File: src/rtl/add_round_key_stage_pkg.sv
// Shared AES definitions: state layout, FSM state encoding, GF(2^8) helpers,
// S-box, round constants and FIPS byte-order mapping.
package add_round_key_stage_pkg;

  // byte index = row*4 + col
  typedef logic [15:0][7:0] state_t;

  typedef enum logic [1:0] {
    ST_IDLE,
    ST_ACTIVE,
    ST_DRAIN
  } ark_state_e;

  function automatic logic [7:0] xtime(input logic [7:0] a);
    return {a[6:0], 1'b0} ^ (a[7] ? 8'h1b : 8'h00);
  endfunction

  function automatic logic [7:0] gf_mul(input logic [7:0] a, input logic [7:0] b);
    logic [7:0] p;
    logic [7:0] aa;
    p  = '0;
    aa = a;
    for (int unsigned i = 0; i < 8; i++) begin
      if (b[i]) p = p ^ aa;
      aa = xtime(aa);
    end
    return p;
  endfunction

  // x^254 == x^-1 in GF(2^8); maps 0 to 0 as the S-box requires.
  function automatic logic [7:0] gf_inv(input logic [7:0] x);
    logic [7:0] p;
    logic [7:0] r;
    p = x;
    r = 8'h01;
    for (int unsigned i = 0; i < 7; i++) begin
      p = gf_mul(p, p);
      r = gf_mul(r, p);
    end
    return r;
  endfunction

  function automatic logic [7:0] sbox(input logic [7:0] a);
    logic [7:0] b;
    b = gf_inv(a);
    return b ^ {b[6:0], b[7]} ^ {b[5:0], b[7:6]} ^ {b[4:0], b[7:5]} ^
           {b[3:0], b[7:4]} ^ 8'h63;
  endfunction

  function automatic logic [7:0] rcon(input logic [3:0] idx);
    case (idx)
      4'd1:    return 8'h01;
      4'd2:    return 8'h02;
      4'd3:    return 8'h04;
      4'd4:    return 8'h08;
      4'd5:    return 8'h10;
      4'd6:    return 8'h20;
      4'd7:    return 8'h40;
      4'd8:    return 8'h80;
      4'd9:    return 8'h1b;
      4'd10:   return 8'h36;
      default: return 8'h00;
    endcase
  endfunction

  function automatic logic [3:0] fips_to_state(input int unsigned k);
    return 4'(((k % 4) * 4) + (k / 4));
  endfunction

  function automatic state_t key_to_state(input logic [127:0] key);
    state_t s;
    s = '0;
    for (int unsigned k = 0; k < 16; k++) begin
      s[fips_to_state(k)] = key[127 - 8*k -: 8];
    end
    return s;
  endfunction

endpackage

File: src/rtl/key_schedule_step.sv
// One AES-128 key expansion step (combinational).
//   key_i      : current round key, state_t layout
//   rcon_i     : round constant for the key being produced
//   next_key_o : following round key, state_t layout
module key_schedule_step
  import add_round_key_stage_pkg::*;
(
  input  state_t     key_i,
  input  logic [7:0] rcon_i,
  output state_t     next_key_o
);

  logic [3:0][7:0] temp;
  logic [7:0]      acc;

  always_comb begin
    temp       = '0;
    acc        = '0;
    next_key_o = '0;
    // SubWord(RotWord(w3)): row r of temp takes row r+1 of column 3.
    for (int unsigned r = 0; r < 4; r++) begin
      temp[r] = sbox(key_i[((r + 1) % 4) * 4 + 3]) ^ ((r == 0) ? rcon_i : 8'h00);
    end
    // Each new column chains from the previous new column, row by row.
    for (int unsigned r = 0; r < 4; r++) begin
      acc = temp[r];
      for (int unsigned c = 0; c < 4; c++) begin
        acc = acc ^ key_i[r*4 + c];
        next_key_o[r*4 + c] = acc;
      end
    end
  end

endmodule

File: src/rtl/add_round_key_stage.sv
// Registered AES-128 AddRoundKey stage with on-the-fly key expansion.
//   clock, reset        : rising-edge clock, synchronous active-high reset
//   start, key_in       : load cipher key as round key 0 (IDLE only)
//   busy                : high outside IDLE
//   in_valid/in_ready   : input handshake, state_in
//   out_valid/out_ready : output handshake, state_out, out_round, out_last
module add_round_key_stage
  import add_round_key_stage_pkg::*;
#(
  parameter int unsigned NUM_ROUNDS = 10
) (
  input  logic         clock,
  input  logic         reset,
  input  logic         start,
  input  logic [127:0] key_in,
  output logic         busy,
  input  logic         in_valid,
  output logic         in_ready,
  input  state_t       state_in,
  output logic         out_valid,
  input  logic         out_ready,
  output state_t       state_out,
  output logic [3:0]   out_round,
  output logic         out_last
);

  ark_state_e fsm_q, fsm_d;
  logic [3:0] cnt_q, cnt_d;
  state_t     rk_q, rk_d;
  state_t     rk_next;
  logic       ov_q, ov_d;
  state_t     data_q, data_d;
  logic [3:0] round_q, round_d;
  logic       last_q, last_d;
  logic       is_last;

  key_schedule_step u_key_step (
    .key_i      (rk_q),
    .rcon_i     (rcon(cnt_q + 4'd1)),
    .next_key_o (rk_next)
  );

  assign is_last = (cnt_q == 4'(NUM_ROUNDS));

  always_comb begin
    fsm_d    = fsm_q;
    cnt_d    = cnt_q;
    rk_d     = rk_q;
    ov_d     = ov_q;
    data_d   = data_q;
    round_d  = round_q;
    last_d   = last_q;
    in_ready = 1'b0;
    if (ov_q && out_ready) ov_d = 1'b0;
    case (fsm_q)
      ST_IDLE: begin
        if (start) begin
          rk_d  = key_to_state(key_in);
          cnt_d = '0;
          fsm_d = ST_ACTIVE;
        end
      end
      ST_ACTIVE: begin
        in_ready = !ov_q || out_ready;
        if (in_valid && in_ready) begin
          data_d  = state_in ^ rk_q;
          round_d = cnt_q;
          last_d  = is_last;
          ov_d    = 1'b1;
          if (is_last) begin
            fsm_d = ST_DRAIN;
          end else begin
            rk_d  = rk_next;
            cnt_d = cnt_q + 4'd1;
          end
        end
      end
      ST_DRAIN: begin
        if (!ov_q || out_ready) fsm_d = ST_IDLE;
      end
      default: fsm_d = ST_IDLE;
    endcase
  end

  always_ff @(posedge clock) begin
    if (reset) begin
      fsm_q   <= ST_IDLE;
      cnt_q   <= '0;
      rk_q    <= '0;
      ov_q    <= 1'b0;
      data_q  <= '0;
      round_q <= '0;
      last_q  <= 1'b0;
    end else begin
      fsm_q   <= fsm_d;
      cnt_q   <= cnt_d;
      rk_q    <= rk_d;
      ov_q    <= ov_d;
      data_q  <= data_d;
      round_q <= round_d;
      last_q  <= last_d;
    end
  end

  assign busy      = (fsm_q != ST_IDLE);
  assign out_valid = ov_q;
  assign state_out = data_q;
  assign out_round = round_q;
  assign out_last  = last_q;

endmodule

File: config.mk
export PLATFORM = sky130hd
export DESIGN_NAME = add_round_key_stage
export DESIGN_NICKNAME = d
export VERILOG_FILES = /design/src/rtl/add_round_key_stage_pkg.sv /design/src/rtl/key_schedule_step.sv /design/src/rtl/add_round_key_stage.sv
export SDC_FILE = /design/constraint.sdc
export NUM_CORES = 2
export LEC_CHECK = 0
export CAP_MARGIN = 20
export CORE_UTILIZATION = 45
export DETAILED_ROUTE_END_ITERATION = 10
export PLACE_DENSITY = 0.64
export REMOVE_ABC_BUFFERS = 1
export SYNTH_ARGS = -nofsm -noshare
export SYNTH_HDL_FRONTEND = slang
export SYNTH_SLANG_ARGS = --single-unit
export TNS_END_PERCENT = 1
File: constraint.sdc
create_clock -name clock -period 17.56 [get_ports clock]
set_clock_uncertainty 0.15 [all_clocks]
set_input_delay 1.756 -clock clock [delete_from_list [all_inputs] [get_ports clock]]
set_output_delay 1.756 -clock clock [all_outputs]
set_load 0.03 [all_outputs]
# After elaboration in Yosys (flattened, before gate mapping)
# Memories as Yosys holds them, arrays and structs flattened.
# Index checks and enable logic that the tools add are counted.
# word_totals
regBits	268
mem_bits_ro	128
input_bits	261
mem_count	1
# memory_table
memory	words	width	rd	rd_ports_with_merged_regs	wr	line_no	source
(no name shown)	16	8	1	0	0	add_round_key_stage_pkg.sv:51	case (idx)
# op_classes
add_sub_neg	1
eq_ne	8
muxes	829
bitwise_logic	794
reduce_logical	10
# op_table
op	count
$xor 8x8->8	761
$mux 8	420
$mux 5	368
$mux 128	3
$pmux 128 s2	1
$xor 128x128->128	1
$mux 4	7
$mux 7	4
$not 1->1 const A	28
$mux 6	4
$mux 2	8
$not 4->4	4
$mux 3	4
$ne 2x2->1 const B	5
$mux 1	8
$pmux 4 s2	1
$reduce_and 4->1	2
$pmux 2 s3	1
$add 4x1->4 const B	1
$eq 4x4->1 const B	1
$reduce_bool 2->1	2
$eq 2x1->1 const B	1
$eq 2x2->1 const B	1
$logic_and 1x1->1	2
4 further kinds	4

# Longest topological paths before layout
# logic_depth
depth_word	140
mapped_depth	67

# Cells and area by module
# Synthesis repeated with hierarchy kept, for this count alone.
# hier_totals
hier_cells	9597
area_unflattened_um2	73175.2
# by_module_without_submodules
mod	n_inst	cells_each	area_each_um2
key_schedule_step	1	7893	57506.4
add_round_key_stage	1	1704	15668.8

# Worst setup path after synthesis
# OpenSTA, ideal clock, no wires.
# synth_path
kind	reg2reg
from	reg rk_q[63] (netlist bit)
to	reg rk_q[31] (netlist bit)
setup_ns	0.112
arrival_ns	15.283
t_required_ns	17.298
path_slack_ns	2.015
path_stages_with_launch	54
path_buffers	6
cell_sequence	dfxtp_1 -> ha_1 -> buf_2 -> and4b_1 -> o21a_1 -> a211o_2 -> xnor2_1 -> ha_1 -> clkbuf_1 -> xnor2_2 -> xnor2_4 -> xnor2_1 -> nor2_1 -> xnor2_1 -> buf_2 -> buf_1 -> xnor2_1 -> xor2_1 -> (+18 left out) -> xor3_1 -> xnor3_2 -> xnor3_2 -> xor2_4 -> nand2_2 -> xnor3_1 -> xnor3_2 -> xnor3_1 -> xor2_4 -> nor2_1 -> xnor3_1 -> xnor3_1 -> xnor3_2 -> xor3_2 -> xnor3_1 -> xnor3_1 -> nor2_1 -> a2111oi_1
# synth_between
elab_chain_len	136
word_cells_on_any_way	393
cone_classes	mux: 202; bitwise: 191
# synth_lines
item	line_no	source
from (decl)	add_round_key_stage.sv:29	state_t rk_q, rk_d;
from (signal assigned)	add_round_key_stage.sv:97	rk_q <= rk_d;
$mux 5	add_round_key_stage_pkg.sv:15	return {a[6:0], 1'b0} ^ (a[7] ? 8'h1b : 8'h00);
$xor 8x8->8	add_round_key_stage_pkg.sv:15	
$xor 8x8->8	add_round_key_stage_pkg.sv:24	if (b[i]) p = p ^ aa;
$mux 8	add_round_key_stage_pkg.sv:24	
$xor 8x8->8	add_round_key_stage_pkg.sv:24	
$mux 8	add_round_key_stage_pkg.sv:24	
$xor 8x8->8	add_round_key_stage_pkg.sv:24	
$mux 8	add_round_key_stage_pkg.sv:24	
(+115 left out)	-	
$mux 8 *	add_round_key_stage_pkg.sv:24	
$xor 8x8->8 (3 in a row)	add_round_key_stage_pkg.sv:46	return b ^ {b[6:0], b[7]} ^ {b[5:0], b[7:6]} ^ {b[4:0], b[7:5]} ^
$xor 8x8->8 *	add_round_key_stage_pkg.sv:46	
$xor 8x8->8 *	key_schedule_step.sv:22	temp[r] = sbox(key_i[((r + 1) % 4) * 4 + 3]) ^ ((r == 0) ? rcon_i : 8'h00);
$xor 8x8->8 * (4 in a row)	key_schedule_step.sv:28	acc = acc ^ key_i[r*4 + c];
$mux 128 *	add_round_key_stage.sv:70	if (is_last) begin
$mux 128 *	add_round_key_stage.sv:65	if (in_valid && in_ready) begin
$pmux 128 s2 *	add_round_key_stage.sv:55	case (fsm_q)
# Mark *: on every way between the ends. The rest lies on a longest branch, timed or not. The select of a mux whose other input is x is not followed.
# A chain may end at the register's enable or synchronous reset.

# Final worst setup path
# layout_path
from	reg rk_q[31] (netlist bit)
to	reg rk_q[124] (netlist bit)
# layout_between
elab_chain_len	135
word_cells_on_any_way	392
cone_classes	mux: 202; bitwise: 190
# layout_lines
item	line_no
$mux 5 or $mux 8 (tied branches)	add_round_key_stage_pkg.sv:15, add_round_key_stage_pkg.sv:24
$xor 8x8->8 (on tied branches)	add_round_key_stage_pkg.sv:15, add_round_key_stage_pkg.sv:24
$xor 8x8->8 or $mux 8 (tied branches)	add_round_key_stage_pkg.sv:24
$mux 8 or $xor 8x8->8 (tied branches)	add_round_key_stage_pkg.sv:24
$xor 8x8->8 or $mux 8 (tied branches)	add_round_key_stage_pkg.sv:24
$mux 8 or $xor 8x8->8 (tied branches)	add_round_key_stage_pkg.sv:24
$xor 8x8->8 or $mux 8 (tied branches)	add_round_key_stage_pkg.sv:24
$mux 8 or $xor 8x8->8 (tied branches)	add_round_key_stage_pkg.sv:24
(+114 left out)	-
$xor 8x8->8	add_round_key_stage_pkg.sv:24
$mux 8 *	add_round_key_stage_pkg.sv:24
$xor 8x8->8 (3 in a row)	add_round_key_stage_pkg.sv:46
$xor 8x8->8 *	add_round_key_stage_pkg.sv:46
$xor 8x8->8 * (4 in a row)	key_schedule_step.sv:28
$mux 128 *	add_round_key_stage.sv:70
$mux 128 *	add_round_key_stage.sv:65
$pmux 128 s2 *	add_round_key_stage.sv:55
# Marked as above.

==> summary.md <==
| Metric | Value |
|---|---|
| Outcome | `finished clean` |
| Number of synthesized register bits | `268` |
| Initial antenna violation count | `2` |
| First-pass GRT wire length | `357000 um` |
| Detailed Route WL | `228000 um` |
| Final core occ | `51.0%` |
| Largest stage delay on the critical path | `0.69 ns` |
| Detailed-route via count | `65000` |
| DRC | `0` |
| FF+latch area | `0.00537 mm2` |
| FP Rows | `143` |
| # diodes | `0` |
| CTS sink count | `268` |
| Layout Area Growth over Synthesis | `12.4%` |
| Crit Path Category | `flip-flop to flip-flop` |
| # IOs | `397` |
| Slowest-stage cell, CP | `xnor3_2` |
| H-Tree Depth | `2` |
| Worst EP required | `17.92 ns` |
| Reg clk slew, reported paths | `0.06 ns` |
| Drt first pass iters | `6` |
| Horiz. Die Dim | `394 um` |
| WL/cell | `20.4 um` |
| Die ar. | `0.155 mm2` |
| Slew @ Worst Pin | `1.14 ns` |
| Latest clock arrival within the worst-skew pair | `0.61 ns` |
| Total Routing Usage GR | `28.2%` |
| Vias in the first global route | `61300` |
| Critical Path End Type | `flip-flop` |
| Fill cells | `14800` |
| CP arrival | `17.20 ns` |
| Detail Route Antenna Nets | `0` |
| Yosys Warn Count | `0` |
| Initial Util | `45.4%` |
| Routability Congestion | `0.958` |
| Cts bufs inserted | `36` |
| Multi-input gate area | `0.0611 mm2` |
| Period Utilization, post-route | `95.9%` |
| Worst-path fanout max | `29` |
| Number of synthesized flops with an enable pin | `0` |
| NumNets Final | `9440` |
| Tmin final | `16.84 ns` |
| Rel. slew slack | `24.0%` |
| Via density | `5.80` |
| Dpl hpwl | `169000 um` |
| Setup Viol. Count Final | `0` |
| Startpoint Class | `flip-flop` |
| Die height | `394 um` |
| Max-cap violations | `0` |
| FF-to-FF path depth | `51` |
| Largest net degree at the start of global routing | `146` |
| Root Buffer | `clkbuf_16` |
| Synth Cell Area | `0.0690 mm2` |
| Worst hold path stage count | `2` |
| Final hold violations | `0` |
| Primary FF master, synth | `dfxtp_1` |
| Max Slew Vio Count | `0` |
| Worst Hold Slack | `0.302 ns` |
| Hold buffers post-CTS | `0` |
| Total congestion overflow | `0` |
| Core Footprint | `0.152 mm2` |
| Share of layout cells above drive strength 1 | `9.31%` |
| Maximum clock path buffer count | `3` |
| Gate Count Post-Synth | `8986` |
| Unrepaired setup endpoints after global routing | `yes` |
| TritonCTS clock tree | `done` |
| Synth cell types | `120` |
| Sequential area share after synthesis | `7.78%` |
| Mean Syn Cell Area | `7.68 um2` |
| PortBufs | `396` |
| Post-synth ARST share | `0%` |
| Achievable frequency | `0.0594 GHz` |
| Min-Delay Path Class | `flip-flop to flip-flop` |
| Drt first-iter violations | `6014` |
| Most used cell, CP | `xnor3_1` |
## stage by stage
step,worst slack (ns),area (um2),instances,TNS (ns)
2_1_floorplan,-2.09,66200,8329,-53.49
3_3_place_gp,-0.133,76000,11100,-0.211
3_5_place_dp,-0.250,76000,11100,-0.721
4_1_cts,0.103,77200,11200,0
5_1_grt,-0.103,77600,11200,-0.103
6_report,0.721,77600,11200,0
## path summary, 6_finish.rpt
path,end,slack [ns],startpoint
setup / recovery,rk_q[124],0.72,rk_q[31]
hold / removal,out_round[3],0.30,out_round[3]
setup reg to reg,rk_q[124],0.72,rk_q[31]
hold reg to reg,out_round[3],0.30,out_round[3]
## layout by cell type (no fill, tap or decap), types with 51 or more instances in the layout
cell,n
dfxtp_1,265
a211oi_1,220
xnor2_2,121
nand2b_1,74
o211ai_1,83
xnor3_1,358
buf_4,390
clkdlybuf4s50_1,395
xnor2_1,1629
xor2_1,509
xor2_2,51
o22ai_1,139
nand2_1,873
o21ai_0,361
mux2i_1,223
inv_1,99
a31oi_1,74
nor2b_1,83
a22oi_1,56
nand3_1,197
nor2_1,1292
nor3_1,210
a21oi_1,434
## synthesized netlist by cell type, types with 48 or more instances
cell type	n	area share, %
o21ai_0	361	2.6
o22ai_1	139	1.3
nand2b_1	74	0.67
buf_2	122	0.89
xnor3_1	365	12
buf_1	51	0.28
nor2b_1	84	0.76
a21oi_1	435	3.2
dfxtp_1	268	7.8
mux2i_1	224	3.3
o211ai_1	83	0.90
nor3_1	210	1.5
a22oi_1	56	0.61
xor2_1	523	6.6
mux2_2	48	0.78
nand3_1	197	1.4
xnor2_2	71	1.7
xnor2_1	1686	21
xor3_1	49	1.7
clkbuf_1	445	2.4
inv_1	99	0.54
a211oi_1	220	2.4
nor2_1	1298	7.1
a31oi_1	74	0.67
nand2_1	876	4.8
and2_1	50	0.45
## final cells by class
class / instances / area share (%)
multi-input combinational: 7939 / 78.8
timing repair buffer: 787 / 8.92
sequential: 268 / 6.93
tap: 2030 / 3.27
clock buffer: 49 / 1.30
inverter: 122 / 0.590
clock inverter: 16 / 0.176
## cell families (layout without fill, tap and decap cells)
kind of cell	count (synthesis)	count (layout)	synth area share (%)
simple gates	2995	2995	18.7
xor+xnor	2795	2795	46.5
compound gates	1847	1847	17.7
buf+inv	779	974	4.72
mux	276	276	4.14
flops	268	268	7.78
fa+ha+maj	26	26	0.468
## sequential cells by signal, indices dropped and copies added (netlist names)
name / flops
rk_q: 128
state_out: 128
out_round: 4
cnt_q: 4
fsm_q: 2
out_last: 1
out_valid: 1
## layer usage
| layer | share of wire (%) | track usage (%) | vias to the layer above |
|---|---|---|---|
| li1 | - | - | 31200 |
| met1 | 45 | 39.3 | 31100 |
| met2 | 45 | 45.4 | 2354 |
| met3 | 6.0 | 2.57 | 352 |
| met4 | 3.6 | 9.27 | 2 |
| met5 | 0.0057 | 0 | - |
## worst max-delay path: cells and delay by family (launching register included)
kind	cells	cell delay (ns)
XOR/XNOR	32	12.25
AND/OR/NAND/NOR	10	1.59
buffers and inverters	4	0.92
adder cells (fa/ha/maj)	1	0.62
AO/OA/AOI/OAI	2	0.52
flip-flops	1	0.37
multiplexers	2	0.28
## what timing repair did
item / in CTS / in global routing
setup buffers: 0 / 4
gates cloned: 0 / 0
pin swaps: 0 / 2
setup endpoints to repair: 10 / 80
resized for setup: 2 / 49
Power is not shown: default switching activity piles up to over one toggle a cycle in this logic, so the estimate is an artifact.
